File: src/rtl/dmem_ctrl.sv
// Load/store sequencer between execute and the data cache: one request in flight,
// range/alignment checking, lane-extracted loads and read-modify-write sub-word stores.

`ifndef _DATA_CACHE_SIZE
`define _DATA_CACHE_SIZE 32'h0000_0FFF
`endif
`ifndef _DATA_CACHE_OFFSET
`define _DATA_CACHE_OFFSET 32'h0000_0000
`endif

module dmem_ctrl #(
  parameter logic [31:0] CACHE_SIZE   = `_DATA_CACHE_SIZE,
  parameter logic [31:0] CACHE_OFFSET = `_DATA_CACHE_OFFSET
) (
  input  logic        i_clk,
  input  logic        i_rst,
  input  logic        i_req_valid,
  output logic        o_req_ready,
  input  logic        i_req_we,
  input  logic [1:0]  i_req_size,
  input  logic        i_req_unsigned,
  input  logic [31:0] i_req_addr,
  input  logic [31:0] i_req_wdata,
  output logic        o_rsp_valid,
  input  logic        i_rsp_ready,
  output logic [31:0] o_rsp_rdata,
  output logic        o_rsp_err,
  output logic [31:0] o_mem_addr,
  output logic [31:0] o_mem_wdata,
  output logic        o_mem_op,
  input  logic [31:0] i_mem_rdata
);

  typedef enum logic [1:0] {
    IDLE = 2'd0,
    RD   = 2'd1,
    WR   = 2'd2,
    RSP  = 2'd3
  } state_t;

  localparam logic [1:0] SZ_BYTE = 2'b00;
  localparam logic [1:0] SZ_HALF = 2'b01;
  localparam logic [1:0] SZ_WORD = 2'b10;
  localparam logic [1:0] SZ_ILL  = 2'b11;

  state_t      r_state;
  state_t      w_state_next;

  logic        r_we;
  logic [1:0]  r_size;
  logic        r_unsigned;
  logic [1:0]  r_lane;
  logic [15:0] r_wdata;
  logic [31:0] r_rsp_rdata;
  logic        r_rsp_err;
  logic [31:0] r_mem_addr;
  logic [31:0] r_mem_wdata;

  logic        w_accept;
  logic        w_err;
  logic [31:0] w_aligned_addr;
  logic [32:0] w_rel_top;
  logic [7:0]  w_byte;
  logic [15:0] w_half;
  logic [31:0] w_load;
  logic [31:0] w_merge;
  logic [3:0]  w_lane_hit;

  assign o_req_ready = (r_state == IDLE);
  assign o_rsp_valid = (r_state == RSP);
  assign o_mem_op    = (r_state == WR);
  assign o_rsp_rdata = r_rsp_rdata;
  assign o_rsp_err   = r_rsp_err;
  assign o_mem_addr  = r_mem_addr;
  assign o_mem_wdata = r_mem_wdata;

  assign w_accept       = i_req_valid && (r_state == IDLE);
  assign w_aligned_addr = {i_req_addr[31:2], 2'b00};

  // 33 bits so the +3 on the last word of the address space cannot wrap.
  assign w_rel_top = {1'b0, w_aligned_addr} - {1'b0, CACHE_OFFSET} + 33'd3;

  assign w_err = (i_req_size == SZ_ILL)
              || ((i_req_size == SZ_HALF) && i_req_addr[0])
              || ((i_req_size == SZ_WORD) && (i_req_addr[1:0] != 2'b00))
              || (i_req_addr < CACHE_OFFSET)
              || (w_rel_top > {1'b0, CACHE_SIZE});

  assign w_byte = i_mem_rdata[{r_lane, 3'b000} +: 8];
  assign w_half = i_mem_rdata[{r_lane[1], 4'b0000} +: 16];

  always_comb begin
    w_load = i_mem_rdata;
    case (r_size)
      SZ_BYTE: w_load = r_unsigned ? {24'h0, w_byte} : {{24{w_byte[7]}}, w_byte};
      SZ_HALF: w_load = r_unsigned ? {16'h0, w_half} : {{16{w_half[15]}}, w_half};
      default: w_load = i_mem_rdata;
    endcase
  end

  // Store merge: addressed lanes take store data, the rest keep the cache word.
  genvar gi;
  generate
    for (gi = 0; gi < 4; gi++) begin : g_lane
      assign w_lane_hit[gi] = (r_size == SZ_BYTE) ? (r_lane == 2'(gi))
                                                  : (r_lane[1] == 1'(gi / 2));
      assign w_merge[8*gi +: 8] = !w_lane_hit[gi]    ? i_mem_rdata[8*gi +: 8] :
                                  (r_size == SZ_HALF) ? r_wdata[8*(gi%2) +: 8] :
                                                        r_wdata[7:0];
    end
  endgenerate

  always_ff @(posedge i_clk or negedge i_rst) begin
    if (!i_rst) begin
      r_state <= IDLE;
    end else begin
      r_state <= w_state_next;
    end
  end

  always_comb begin
    w_state_next = r_state;
    case (r_state)
      IDLE: begin
        if (i_req_valid) begin
          if (w_err) begin
            w_state_next = RSP;
          end else if (i_req_we && (i_req_size == SZ_WORD)) begin
            w_state_next = WR;
          end else begin
            w_state_next = RD;
          end
        end
      end
      RD:      w_state_next = r_we ? WR : RSP;
      WR:      w_state_next = RSP;
      RSP:     w_state_next = i_rsp_ready ? IDLE : RSP;
      default: w_state_next = IDLE;
    endcase
  end

  always_ff @(posedge i_clk or negedge i_rst) begin
    if (!i_rst) begin
      r_we        <= 1'b0;
      r_size      <= 2'b00;
      r_unsigned  <= 1'b0;
      r_lane      <= 2'b00;
      r_wdata     <= 16'h0;
      r_rsp_rdata <= 32'h0;
      r_rsp_err   <= 1'b0;
      r_mem_addr  <= 32'h0;
      r_mem_wdata <= 32'h0;
    end else begin
      if (w_accept) begin
        r_we        <= i_req_we;
        r_size      <= i_req_size;
        r_unsigned  <= i_req_unsigned;
        r_lane      <= i_req_addr[1:0];
        r_wdata     <= i_req_wdata[15:0];
        r_rsp_rdata <= 32'h0;
        r_rsp_err   <= w_err;
        if (!w_err) begin
          r_mem_addr <= w_aligned_addr;
          if (i_req_we && (i_req_size == SZ_WORD)) begin
            r_mem_wdata <= i_req_wdata;
          end
        end
      end
      if (r_state == RD) begin
        if (r_we) begin
          r_mem_wdata <= w_merge;
        end else begin
          r_rsp_rdata <= w_load;
        end
      end
    end
  end

endmodule

File: config.mk
export PLATFORM = sky130hd
export DESIGN_NAME = dmem_ctrl
export DESIGN_NICKNAME = d
export VERILOG_FILES = /design/src/rtl/dmem_ctrl.sv
export SDC_FILE = /design/constraint.sdc
export NUM_CORES = 1
export LEC_CHECK = 0
export ABC_AREA = 1
export CORE_ASPECT_RATIO = 0.8
export CORE_MARGIN = 3
export CORE_UTILIZATION = 25
export CTS_BUF_LIST = sky130_fd_sc_hd__clkbuf_4
export CTS_CLUSTER_DIAMETER = 30
export DETAILED_ROUTE_END_ITERATION = 6
export PLACE_DENSITY_LB_ADDON = 0.05
export SYNTH_ARGS = -nofsm -noshare
export SYNTH_HDL_FRONTEND = slang
export SYNTH_SLANG_ARGS = --single-unit
export TNS_END_PERCENT = 10
File: constraint.sdc
create_clock -name i_clk -period 2.3 [get_ports i_clk]
set_input_delay 0.23 -clock i_clk [delete_from_list [all_inputs] [get_ports i_clk]]
set_output_delay 0.23 -clock i_clk [all_outputs]
set_load 0.05 [all_outputs]
==> metrics.md <==
| Metric | Value |
|---|---|
| Layout cells sized above 1 | `0.0887` |
| Via count | `5902` |
| Slew Limit Fails | `0` |
| GRT Overall Usage | `0.176` |
| Largest net degree at the start of global routing | `64` |
| Main flop type after synthesis | `dfrtp_1` |
| Post-Route WL | `23700 um` |
| Starting density of the core | `0.260` |
| CTS clk-pin slew, worst paths | `0.14 ns` |
| Max cap viols | `0` |
| RSZ-0062 raised after global routing | `false` |
| Number of global-route vias before repair | `6012` |
| Fin nets | `1095` |
| Status | `finished clean` |
| Peak VDD IR | `0.668 mV` |
| Die outline area | `26800 um2` |
| WL per Instance | `18.0 um` |
| Number of synthesized flops with an enable pin | `0` |
| DRC | `0` |
| Cell count after synthesis | `793` |
| Core Area | `23900 um2` |
| Startpoint Class | `flop` |
| Setup_tns | `0 ns` |
| Post-synthesis sequential area ratio | `0.479` |
| Die width | `182 um` |
| Cell Chain, Critical Path | `nand2_1, inv_1, clkdlybuf4s50_1` |
| Avg Inst Size Synth | `7.84 um2` |
| Commonest non-fill, non-tap cell in the layout | `clkdlybuf4s50_1` |
| FF+latch count, synth | `119` |
| Worst skew pair latency | `0.54 ns` |
| Hold Path Class | `input port to async pin` |
| Initial antenna violation count | `3` |
| Fmax achieved | `0.458 GHz` |
| Cells after DPL | `1283` |
| Post-DP HPWL | `17500 um` |
| Leakage Power | `4.33 nW` |
| Overflow after GRT | `0` |
| Antenna-violating nets left | `0` |
| Area growth, synth to finish | `43.4%` |
| Slew margin rel. | `0.571` |
| Synthesized cell area | `6220 um2` |
| Worst EP arrival | `1.95 ns` |
| Final Hold Vio Count | `0` |
| Fin crit share | `0.949` |
| 1st-iter DRT viols | `423` |
| # rows | `50` |
| Pwr Density | `1300 nW/um2` |
| CP max stage delay | `0.80 ns` |
| Reg area | `2980 um2` |
| DIE HEIGHT | `147 um` |
| First-pass GRT wire length | `36700 um` |
| Fillers | `2559` |
| Most frequent cells in the layout | `198 x clkdlybuf4s50_1, 185 x nand2_1, 119 x dfrtp_1, 111 x inv_1, 72 x a21oi_1` |
| CP Class | `flop to primary output` |
| CTS tree | `yes` |
| Layout Cells excl Fill | `1316` |
| Setup violations, final | `0` |
| Clock sink count | `119` |
| Critical path capture point type | `primary output` |
| Worst Clk Skew | `0.0199 ns` |
| Setup Buffers After CTS | `0` |
| Total CTS buffers | `17` |
| Htree depth | `4` |
| Synth unique cells | `31` |
| Final Critical Period | `2.18 ns` |
| Critical path required time | `2.07 ns` |
| Vias/cell | `4.48` |
| IO Pins | `204` |
| Synth warnings | `0` |
| First-pass iteration count of the detailed router | `4` |
| Actual slew at the worst max-slew pin | `0.644 ns` |
| Root Buffer | `clkbuf_4` |
| Port Buffers | `201` |
| Worst-path fanout max | `5` |
| Clock Tree Buf Depth | `2` |
| CP max stage cell | `clkdlybuf4s50_1` |
| RePlAce Congestion | `0.813` |
| Multi-input gate area | `2500 um2` |
| Post-synth ARST share | `1.00` |
[worst max-delay path, delay by kind of cell, from the launching register on]
| family | cells | cell delay, ns |
|---|---|---|
| simple gates | 1 | 0.10 |
| flops | 1 | 0.47 |
| buf+inv | 2 | 0.86 |
[cell families (layout without fill, tap and decap cells)]
group,after synthesis,in the layout,share of synthesized area
other cells,1,3,0.000603
buf+inv,168,377,0.120
flops,119,119,0.479
compound gates,188,188,0.173
simple gates,315,315,0.225
mux,2,2,0.00322
[cell usage after synthesis, types with 2 or more instances]
cell	count	share of area
nand2_1	185	0.11
dfrtp_1	119	0.48
inv_1	111	0.067
a21oi_1	72	0.058
o21ai_0	61	0.049
nand3_1	43	0.035
nor2_1	43	0.026
nand4_1	32	0.032
buf_2	17	0.014
o211ai_1	15	0.018
clkbuf_1	14	0.0085
a21oi_2	10	0.014
a31oi_1	9	0.0091
buf_4	9	0.011
buf_6	8	0.014
o22ai_1	8	0.0081
a22oi_1	7	0.0085
inv_2	6	0.0036
nand2_2	4	0.0040
buf_1	3	0.0018
nor2_4	3	0.0054
o21ai_1	3	0.0024
mux2i_1	2	0.0032
nand2_4	2	0.0036
[timing repair]
| action | in CTS | in global routing |
|---|---|---|
| setup endpoints to repair | 0 | 2 |
| hold buffers | 1 | 0 |
| endpoints found under the hold margin | 63 | 0 |
| resized for setup | 0 | 2 |
[registers in the layout, indices dropped and copies added, names as in the netlist]
| register | count |
|---|---|
| r_lane | 2 |
| r_state | 2 |
| r_unsigned | 1 |
| o_rsp_err | 1 |
| o_rsp_rdata | 32 |
| r_wdata | 16 |
| r_size | 2 |
| r_we | 1 |
| o_mem_wdata | 32 |
| o_mem_addr | 30 |
[metrics by stage]
| stage | setup slack (ns) | utilization | power (mW) | hold slack [ns] | area (um2) |
|---|---|---|---|---|---|
| after floorplan | 0.621 | - | 7.58 | -0.0656 | 6220 |
| after global placement | 0.259 | 0.358 | 9.83 | 0.201 | 8570 |
| after detailed placement | 0.257 | 0.358 | 9.82 | 0.198 | 8570 |
| after CTS | 0.0112 | 0.373 | 11.7 | 0.109 | 8900 |
| after global routing | 0.000683 | 0.373 | 12.3 | 0.122 | 8910 |
| final | 0.117 | 0.373 | 11.6 | 0.134 | 8910 |
[final timing paths]
path                            slack, ns                    endpoint                 startpoint  cells past startpoint
worst max-delay path                 0.12                 o_rsp_valid     r_state[1]$_DFFE_PN0P_                      3
worst min-delay path                 0.13  o_mem_addr[12]$_DFFE_PN0P_                      i_rst                      2
worst max register to register       0.32   o_mem_wdata[24]$_DFF_PN0_     r_state[0]$_DFFE_PN0P_                      7
worst min register to register       0.49   o_mem_addr[5]$_DFFE_PN0P_  o_mem_addr[5]$_DFFE_PN0P_                      2
max in group asynchronous            1.51       r_lane[0]$_DFFE_PN0P_                      i_rst                      3
min in group i_clk                   0.22   o_mem_addr[3]$_DFFE_PN0P_              i_req_addr[3]                      3
[cell type report]
| cell class | instances | area share |
|---|---|---|
| Multi-Input combinational cell | 507 | 0.280 |
| Timing Repair Buffer | 229 | 0.256 |
| Clock buffer | 17 | 0.0143 |
| Sequential cell | 119 | 0.334 |
| Inverter | 117 | 0.0493 |
| Clock inverter | 14 | 0.0225 |
| Tap cell | 312 | 0.0438 |
| Antenna cell | 1 | 0.000281 |
[metal layers]
layer / track usage / routed length, um
met3: 0.0443 / 1340
met1: 0.262 / 11900
met4: 0.0327 / 196
met5: 0 / 27
met2: 0.260 / 10200
[report_power, final]
group / internal, mW / total, mW / switching (mW)
registers: 2.82 / 3.37 / 0.551
clock network: 0.868 / 1.80 / 0.932
logic: 2.09 / 6.39 / 4.31
(Power assumes the default switching activity.)
